## src/rtl/mul_long_unit.sv

```systemverilog
// Iterative 32x32 radix-2 shift-add multiplier for MUL / UMULL / SMULL.
// Produces a one-cycle register-file write request with the low/high product words and N/Z flags.
module mul_long_unit (
    input  logic        clk,
    input  logic        reset_n,
    input  logic        start,
    input  logic [1:0]  op,
    input  logic [31:0] a,
    input  logic [31:0] b,
    input  logic [3:0]  rd_lo,
    input  logic [3:0]  rd_hi,
    output logic        busy,
    output logic        done,
    output logic        long,
    output logic [3:0]  a3,
    output logic [3:0]  a4,
    output logic [31:0] result_lo,
    output logic [31:0] result_hi,
    output logic        flag_n,
    output logic        flag_z
);

    localparam int unsigned OP_W   = 32;
    localparam int unsigned PROD_W = 64;
    localparam int unsigned CNT_W  = 5;
    localparam int unsigned REG_W  = 4;

    typedef enum logic [1:0] {
        S_IDLE,
        S_RUN,
        S_FIX,
        S_DONE
    } state_e;

    state_e              state_q, state_d;
    logic [OP_W-1:0]     mcand_q, mcand_d;
    logic [OP_W-1:0]     mplier_q, mplier_d;
    logic [PROD_W-1:0]   acc_q, acc_d;
    logic [CNT_W-1:0]    cnt_q, cnt_d;
    logic                sign_q, sign_d;
    logic                long_op_q, long_op_d;
    logic [REG_W-1:0]    dst_lo_q, dst_lo_d;
    logic [REG_W-1:0]    dst_hi_q, dst_hi_d;
    logic                busy_q, busy_d;
    logic                done_q, done_d;
    logic                long_q, long_d;
    logic [REG_W-1:0]    a3_q, a3_d;
    logic [REG_W-1:0]    a4_q, a4_d;
    logic [OP_W-1:0]     res_lo_q, res_lo_d;
    logic [OP_W-1:0]     res_hi_q, res_hi_d;
    logic                flag_n_q, flag_n_d;
    logic                flag_z_q, flag_z_d;

    logic [OP_W:0]       sum;
    logic [PROD_W-1:0]   prod;

    // Next-state, datapath and registered-output logic.
    always_comb begin
        state_d   = state_q;
        mcand_d   = mcand_q;
        mplier_d  = mplier_q;
        acc_d     = acc_q;
        cnt_d     = cnt_q;
        sign_d    = sign_q;
        long_op_d = long_op_q;
        dst_lo_d  = dst_lo_q;
        dst_hi_d  = dst_hi_q;
        a3_d      = a3_q;
        a4_d      = a4_q;
        res_lo_d  = res_lo_q;
        res_hi_d  = res_hi_q;
        flag_n_d  = flag_n_q;
        flag_z_d  = flag_z_q;

        sum  = {1'b0, acc_q[PROD_W-1:OP_W]} + (mplier_q[0] ? {1'b0, mcand_q} : (OP_W+1)'(0));
        prod = sign_q ? (~acc_q + PROD_W'(1)) : acc_q;

        case (state_q)
            S_IDLE: begin
                if (start) begin
                    state_d   = S_RUN;
                    long_op_d = op[1];
                    dst_lo_d  = rd_lo;
                    dst_hi_d  = rd_hi;
                    acc_d     = '0;
                    cnt_d     = '0;
                    if (op == 2'b11) begin
                        // Signed long: multiply magnitudes, re-apply sign in FIX.
                        mcand_d  = a[OP_W-1] ? (~a + OP_W'(1)) : a;
                        mplier_d = b[OP_W-1] ? (~b + OP_W'(1)) : b;
                        sign_d   = a[OP_W-1] ^ b[OP_W-1];
                    end else begin
                        mcand_d  = a;
                        mplier_d = b;
                        sign_d   = 1'b0;
                    end
                end
            end
            S_RUN: begin
                acc_d    = {sum, acc_q[OP_W-1:1]};
                mplier_d = mplier_q >> 1;
                cnt_d    = cnt_q + CNT_W'(1);
                if (cnt_q == CNT_W'(31)) begin
                    state_d = S_FIX;
                end
            end
            S_FIX: begin
                res_lo_d = prod[OP_W-1:0];
                a3_d     = dst_lo_q;
                a4_d     = dst_hi_q;
                if (long_op_q) begin
                    res_hi_d = prod[PROD_W-1:OP_W];
                    flag_n_d = prod[PROD_W-1];
                    flag_z_d = (prod == '0);
                end else begin
                    res_hi_d = '0;
                    flag_n_d = prod[OP_W-1];
                    flag_z_d = (prod[OP_W-1:0] == '0);
                end
                state_d = S_DONE;
            end
            S_DONE: begin
                state_d = S_IDLE;
            end
            default: begin
                state_d = S_IDLE;
            end
        endcase

        busy_d = (state_d != S_IDLE);
        done_d = (state_d == S_DONE);
        long_d = (state_d == S_DONE) && long_op_q;
    end

    // State and datapath registers.
    always_ff @(posedge clk or negedge reset_n) begin
        if (!reset_n) begin
            state_q   <= S_IDLE;
            mcand_q   <= '0;
            mplier_q  <= '0;
            acc_q     <= '0;
            cnt_q     <= '0;
            sign_q    <= 1'b0;
            long_op_q <= 1'b0;
            dst_lo_q  <= '0;
            dst_hi_q  <= '0;
            busy_q    <= 1'b0;
            done_q    <= 1'b0;
            long_q    <= 1'b0;
            a3_q      <= '0;
            a4_q      <= '0;
            res_lo_q  <= '0;
            res_hi_q  <= '0;
            flag_n_q  <= 1'b0;
            flag_z_q  <= 1'b0;
        end else begin
            state_q   <= state_d;
            mcand_q   <= mcand_d;
            mplier_q  <= mplier_d;
            acc_q     <= acc_d;
            cnt_q     <= cnt_d;
            sign_q    <= sign_d;
            long_op_q <= long_op_d;
            dst_lo_q  <= dst_lo_d;
            dst_hi_q  <= dst_hi_d;
            busy_q    <= busy_d;
            done_q    <= done_d;
            long_q    <= long_d;
            a3_q      <= a3_d;
            a4_q      <= a4_d;
            res_lo_q  <= res_lo_d;
            res_hi_q  <= res_hi_d;
            flag_n_q  <= flag_n_d;
            flag_z_q  <= flag_z_d;
        end
    end

    assign busy      = busy_q;
    assign done      = done_q;
    assign long      = long_q;
    assign a3        = a3_q;
    assign a4        = a4_q;
    assign result_lo = res_lo_q;
    assign result_hi = res_hi_q;
    assign flag_n    = flag_n_q;
    assign flag_z    = flag_z_q;

endmodule

```

## config.mk

```make
export PLATFORM = sky130hd
export DESIGN_NAME = mul_long_unit
export DESIGN_NICKNAME = d
export VERILOG_FILES = /design/src/rtl/mul_long_unit.sv
export SDC_FILE = /design/constraint.sdc
export NUM_CORES = 1
export LEC_CHECK = 0
export ABC_AREA = 1
export BUFFER_PORTS_ARGS = -buffer_cell sky130_fd_sc_hd__buf_2
export CAP_MARGIN = 15
export CORE_MARGIN = 1.5
export CORE_UTILIZATION = 60
export CTS_CLUSTER_SIZE = 12
export DETAILED_ROUTE_END_ITERATION = 16
export GPL_TIMING_DRIVEN = 1
export PLACE_DENSITY = 0.81
export SYNTH_ARGS = -nofsm -noshare
export SYNTH_HDL_FRONTEND = slang
export SYNTH_SLANG_ARGS = --single-unit
```

## constraint.sdc

```tcl
create_clock -name clk -period 3.1 [get_ports clk]
set_input_delay 0.62 -clock clk [delete_from_list [all_inputs] [get_ports clk]]
set_output_delay 0.62 -clock clk [all_outputs]
set_load 0.05 [all_outputs]
```

# ---- Word-level counts from Yosys, hierarchy flattened
# Index checks and enable logic that the tools add are counted.
dict set report classes {
  n_addsub 5
  multipliers 0
  div_mod_pow 0
  n_lt_le_gt_ge 0
  eq_ne 7
  shift 0
  mux 19
  n_bitwise 4
  reduce_logical 8
}
# operator count
set op_table {}
lappend op_table {{$mux W32} 7}
lappend op_table {{$mux W64} 2}
lappend op_table {{$pmux W64 S2} 1}
lappend op_table {{$add A32 B1 Y32 const B} 2}
lappend op_table {{$add A64 B1 Y64 const B} 1}
lappend op_table {{$logic_not A64 Y1} 1}
lappend op_table {{$not A32 Y32} 2}
lappend op_table {{$not A64 Y64} 1}
lappend op_table {{$pmux W32 S2} 1}
lappend op_table {{$add A32 B32 Y33} 1}
lappend op_table {{$logic_not A32 Y1} 1}
lappend op_table {{$pmux W5 S2} 1}
lappend op_table {{$eq A2 B2 Y1 const B} 4}
lappend op_table {{$pmux W2 S4} 1}
lappend op_table {{$add A5 B1 Y5 const B} 1}
lappend op_table {{$eq A5 B5 Y1 const B} 1}
lappend op_table {{$mux W5} 1}
lappend op_table {{$mux W2} 2}
lappend op_table {{$reduce_and A2 Y1} 2}
lappend op_table {{$reduce_bool A2 Y1} 2}
lappend op_table {{$mux W1} 3}
lappend op_table {{$eq A2 B1 Y1 const B} 1}
lappend op_table {{$logic_not A2 Y1} 1}
lappend op_table {{$ne A2 B2 Y1 const B} 1}
lappend op_table {{2 further kinds} 2}
dict set report totals {
  regBits 222
  latchBits 0
  ramBits 0
  mem_bits_ro 0
  in_bits 77
  n_memories 0
}

# ---- Depth between registers and ports, before layout
dict set report depth {
  word_depth 6
  ltp_mapped 19
  depth_no_buf 17
}

# ---- Worst setup path before layout
# No wires, ideal clock.
dict set report synth_timing {
  kind {reg-to-reg}
  from {reg mplier_q[0]}
  to {reg acc_q[59]}
  arrival_ps 2657
  required_time_ps 2982
  slack_ps 325
  path_stages_with_launch 20
  path_buffers 2
  path_cell_list {dfrtp_1 clkbuf_1 clkbuf_1 nand2_1 inv_1 ha_1 inv_1 fa_1 inv_1 nand2_1 a21oi_1 a21oi_1 o21ai_2 a21oi_1 o21ai_1 nand3_1 nand2_1 nand2_1 nand3_1 nand2_1}
}
dict set report synth_via {
  elab_chain_len 3
}
# item line
set synth_lines {}
lappend synth_lines {{start: declaration} 37} ;# logic [OP_W-1:0] mplier_q, mplier_d;
lappend synth_lines {{start signal: assignment} 159} ;# mplier_q <= mplier_d;
lappend synth_lines {{$mux W32} 75} ;# sum = {1'b0, acc_q[PROD_W-1:OP_W]} + (mplier_q[0] ? {1'b0, mcand_q} : (OP_W+1)'(0));
lappend synth_lines {{$add A32 B32 Y33} 75}
lappend synth_lines {{$pmux W64 S2} 78} ;# case (state_q)
lappend synth_lines {{end signal: assignment} 141} ;# acc_q <= '0;
lappend synth_lines {{end signal: assignment} 160} ;# acc_q <= acc_d;
lappend synth_lines {{end: declaration} 38} ;# logic [PROD_W-1:0] acc_q, acc_d;
# No other way between the ends.
# A chain may end at the register's enable or synchronous reset.

# ---- Worst setup path after layout
dict set report layout_timing {
  from {reg mplier_q[0]}
  to {reg acc_q[61]}
}
# Same word-level chain as after synthesis.

==> out/results.md <==
| Step | Item | Value |
|---|---|---|
| status | Run status | completed |
| timing | Setup violation total in the final timing report | 0 |
| pwr | Maximum VDD drop | 0.000432 V |
| pwr | Total power consumption of the routed design | 16.3 mW |
| route | Detail-routed via count per cell | 5.68 |
| synthesis | Most instantiated library cell after synthesis | sky130_fd_sc_hd__nand2_1 |
| clocking | Root Buffer Master | sky130_fd_sc_hd__clkbuf_16 |
| grt | Pin count of the biggest net entering global routing | 111 |
| clocking | Total CTS buffers | 25 |
| route | Total wirelength of the detailed-routed design | 39.6 mm |
| timing | Part of the cycle the worst path needs | 90.9% |
| setup path | List of cells traversed by the critical path | nand2_1, inv_1, ha_1, inv_1, fa_1, inv_1, nand2_1, a21oi_2, a21oi_1, o21ai_2, a21oi_1, o21ai_2, nand3_1, nand2_1, nand2_1, nand3_1, nand2_1 |
| synthesis | Synth top cells by count | 498 x sky130_fd_sc_hd__nand2_1, 228 x sky130_fd_sc_hd__nor2_1, 222 x sky130_fd_sc_hd__dfrtp_1 |
| synthesis | Count of flip-flops with a built-in enable after synthesis | 0 |
| die | Die height | 155 um |
| clocking | Clock latency of the later-clocked register in the worst-skew pair | 0.54 ns |
| die | I/O pin count | 154 |
| die | Initial Util | 61.3% |
| timing | Highest clock rate | 0.355 GHz |
| setup path | Required time at the worst-slack endpoint | 3.53 ns |
| setup path | Library cell appearing most often on the critical path | sky130_fd_sc_hd__nand2_1 |
| timing | Minimum period implied by the final worst setup slack | 2.82 ns |
| synthesis | Top cells by area, synth | sky130_fd_sc_hd__dfrtp_1 40%, sky130_fd_sc_hd__nand2_1 13%, sky130_fd_sc_hd__nor2_1 6.1% |
| layout | Post-Route Utilization | 69.9% |
| clocking | Clock slew seen by the registers of the worst setup and hold paths | 0.06 ns |
| setup path | Slowest cell on the critical path | sky130_fd_sc_hd__dfrtp_2 |
| timing | Tightest Pin Transition | 1.01 ns |
| place | Detailed placer's ending HPWL | 30.1 mm |
| place | Number of instances in the placed design | 2312 |
| timing | Number of endpoints with negative hold slack in the final report | 0 |
| pwr | Leak pwr | 7.93 nW |
| die | Placement row count | 55 |
| clocking | Deepest level of the CTS H-tree | 1 |
| timing | Slew Viols, Final | 0 |
| timing | Largest clock skew in the final design | 0.0139 ns |
| setup path | Arrival time at the worst endpoint | 3.25 ns |
| route | Violation count after the first detailed-route iteration | 950 |
| synthesis | Number of distinct library cells after synthesis | 51 |
| layout | Ant diodes | 0 |
| place | Last weighted congestion value of the routability-driven placer | 0.985 |
| clocking | Number of buffers added for setup after CTS | 0 |
| grt | Number of global-route vias before repair | 12730 |
| setup path | Critical path fanouts, max | 10 |
| setup path | Category of the most critical setup path | reg -> reg |
| layout | Net total in the final layout | 2170 |
| synthesis | Mapped Nets | 2031 |
| clocking | Sink count of the clock tree | 222 |
| synthesis | Yosys warnings | 0 |
| flow run | Number of max-cap violations | 0 |
| synthesis | Proportion of netlist area held by the largest area contributor | 39.9% |
| clocking | CTS Hold Buffers Added | 0 |
| synthesis | Cell taking the most area after synthesis | sky130_fd_sc_hd__dfrtp_1 |
| worst hold path | Worst min-delay path category | in -> async |
| die | CORE AREA | 22700 um2 |
| grt | Antenna violations before repair | 0 |
| synthesis | Number of register bits inferred by synthesis | 222 |
| layout | Non-Filler Instances | 2354 |
| clocking | Post_cts resized | 0 |
| route | Via count of the routed design | 13376 |
| synthesis | Most used flip-flop cell after synthesis | sky130_fd_sc_hd__dfrtp_1 |
| route | Average routed wire per standard cell | 16.8 um |
| route | Remaining antenna violation count after routing | 0 |
| grt | Wire length of the first global-routing pass | 63.6 mm |
| setup path | Maximum single-stage delay on the critical path | 0.44 ns |
| synthesis | Total standard cell area after synthesis | 13900 um2 |
| die | DIE WIDTH | 155 um |
| grt | Global router's overall resource usage | 33.0% |
| route | Residual DRC | 0 |
| setup path | Nature of the critical path endpoint | flip-flop |
| clocking | Clock tree from TritonCTS | built |
| setup path | Crit path launch type | flip-flop |
| timing | Min Hold Slack | 0.0813 ns |
| synthesis | Gate count of the mapped netlist | 1915 |
| synthesis | Fraction of registers with async set/reset | 100% |
| die | Area enclosed by the die boundary | 24100 um2 |
| layout | Fraction of final layout cells sized beyond drive strength 1 | 12.8% |
| place | Port Buffer Count | 153 |
| clocking | Maximum clock path buffer count | 3 |
| layout | Growth of design area from synthesis to finish | 14.0% |
| route | Number of optimization iterations in the first detailed-route pass | 6 |
| timing | Relative slew slack | 32.9% |
| synthesis | Post-Syn Area per Cell | 7.27 um2 |
| pwr | Power density normalized to cell area | 1030 nW/um2 |
| synthesis | Share of synthesized area occupied by flip-flops and latches | 39.9% |
| grt | Aggregate global routing overflow | 0 |
-- per-stage QoR --
step / worst slack (ns) / TNS, ns / area, um2
floorplan: 0.325 / 0 / 13900
global placement: 0.320 / 0 / 15000
detailed placement: 0.188 / 0 / 15000
CTS: 0.156 / 0 / 15900
global route: -0.0229 / -0.0520 / 15900
finish: 0.283 / 0 / 15900
-- worst paths after layout --
kind / start / end / slack (ns) / cells past startpoint
max reg2reg: mplier_q[0]$_DFFE_PN0P_ / acc_q[61]$_DFFE_PN0P_ / 0.28 / 17
min reg2reg: result_lo[4]$_DFFE_PN0P_ / result_lo[4]$_DFFE_PN0P_ / 0.47 / 2
max in group asynchronous: reset_n / dst_hi_q[1]$_DFFE_PN0P_ / 2.26 / 2
min: reset_n / result_lo[16]$_DFFE_PN0P_ / 0.08 / 1
max: mplier_q[0]$_DFFE_PN0P_ / acc_q[61]$_DFFE_PN0P_ / 0.28 / 17
min in group clk: rd_lo[0] / dst_lo_q[0]$_DFFE_PN0P_ / 0.28 / 3
-- critical path, delay by kind of cell (launching register included) --
family / cells / cell delay [ns]
fa+ha+maj: 2 / 0.52
simple gates: 7 / 0.55
flops: 1 / 0.44
buf+inv: 3 / 0.21
compound gates: 5 / 0.98
-- layer usage --
layer  vias up  GRT usage, %  routed length [um]
li1       6587             -                   -
met1      6169          42.6               16700
met2       496          55.6               18600
met3       124          3.54                2240
met4         0          15.8                2010
met5         -             0                   0
-- area by class of cell --
| type | count | area [um2] |
|---|---|---|
| tap | 285 | 357 |
| multi-input combinational | 1411 | 7310 |
| inverter | 219 | 822 |
| clock buffer | 33 | 686 |
| fill | 1974 | 6830 |
| sequential | 222 | 5560 |
| clock inverter | 9 | 140 |
| timing repair buffer | 175 | 1000 |
-- cells in the final DEF, fill, tap and decap left out, types with 9 or more instances in the layout --
cell / count
sky130_fd_sc_hd__buf_4: 17
sky130_fd_sc_hd__a21oi_1: 63
sky130_fd_sc_hd__inv_1: 214
sky130_fd_sc_hd__nand4_1: 26
sky130_fd_sc_hd__o31ai_1: 9
sky130_fd_sc_hd__o22ai_1: 48
sky130_fd_sc_hd__nor3_1: 22
sky130_fd_sc_hd__o21ai_0: 159
sky130_fd_sc_hd__a22o_1: 31
sky130_fd_sc_hd__xor2_1: 70
sky130_fd_sc_hd__dfrtp_1: 220
sky130_fd_sc_hd__nand2_1: 498
sky130_fd_sc_hd__xnor2_1: 12
sky130_fd_sc_hd__nor2_1: 225
sky130_fd_sc_hd__o21ai_1: 9
sky130_fd_sc_hd__nand3_1: 83
sky130_fd_sc_hd__clkbuf_16: 25
sky130_fd_sc_hd__nor2_2: 18
sky130_fd_sc_hd__ha_1: 38
sky130_fd_sc_hd__a22oi_1: 29
sky130_fd_sc_hd__buf_2: 152
-- logic make-up after synthesis --
family                   share of synthesized area [%]
AO/OA/AOI/OAI                                     16.9
XOR/XNOR                                          5.16
adder cells (fa/ha/maj)                           3.56
buffers and inverters                             7.68
flip-flops                                        39.9
AND/OR/NAND/NOR                                   26.8
-- report_power, final --
group          leakage [nW]  internal, mW  total [mW]  switching [mW]
logic                  4.80          2.74        8.50            5.77
registers              2.73          3.88        4.81           0.928
clock network         0.400          1.80        3.02            1.21
total                  7.93          8.42        16.3            7.91
-- flip-flops by register name, indices dropped and copies added, names as in the netlist, 2 cells and up --
register and flops:
dst_lo_q 4, result_lo 32, state_q 2, mcand_q 32
a3 4, cnt_q 5, acc_q 64, result_hi 32
mplier_q 32, dst_hi_q 4, a4 4
No activity file was read; power rests on OpenSTA's default activity.
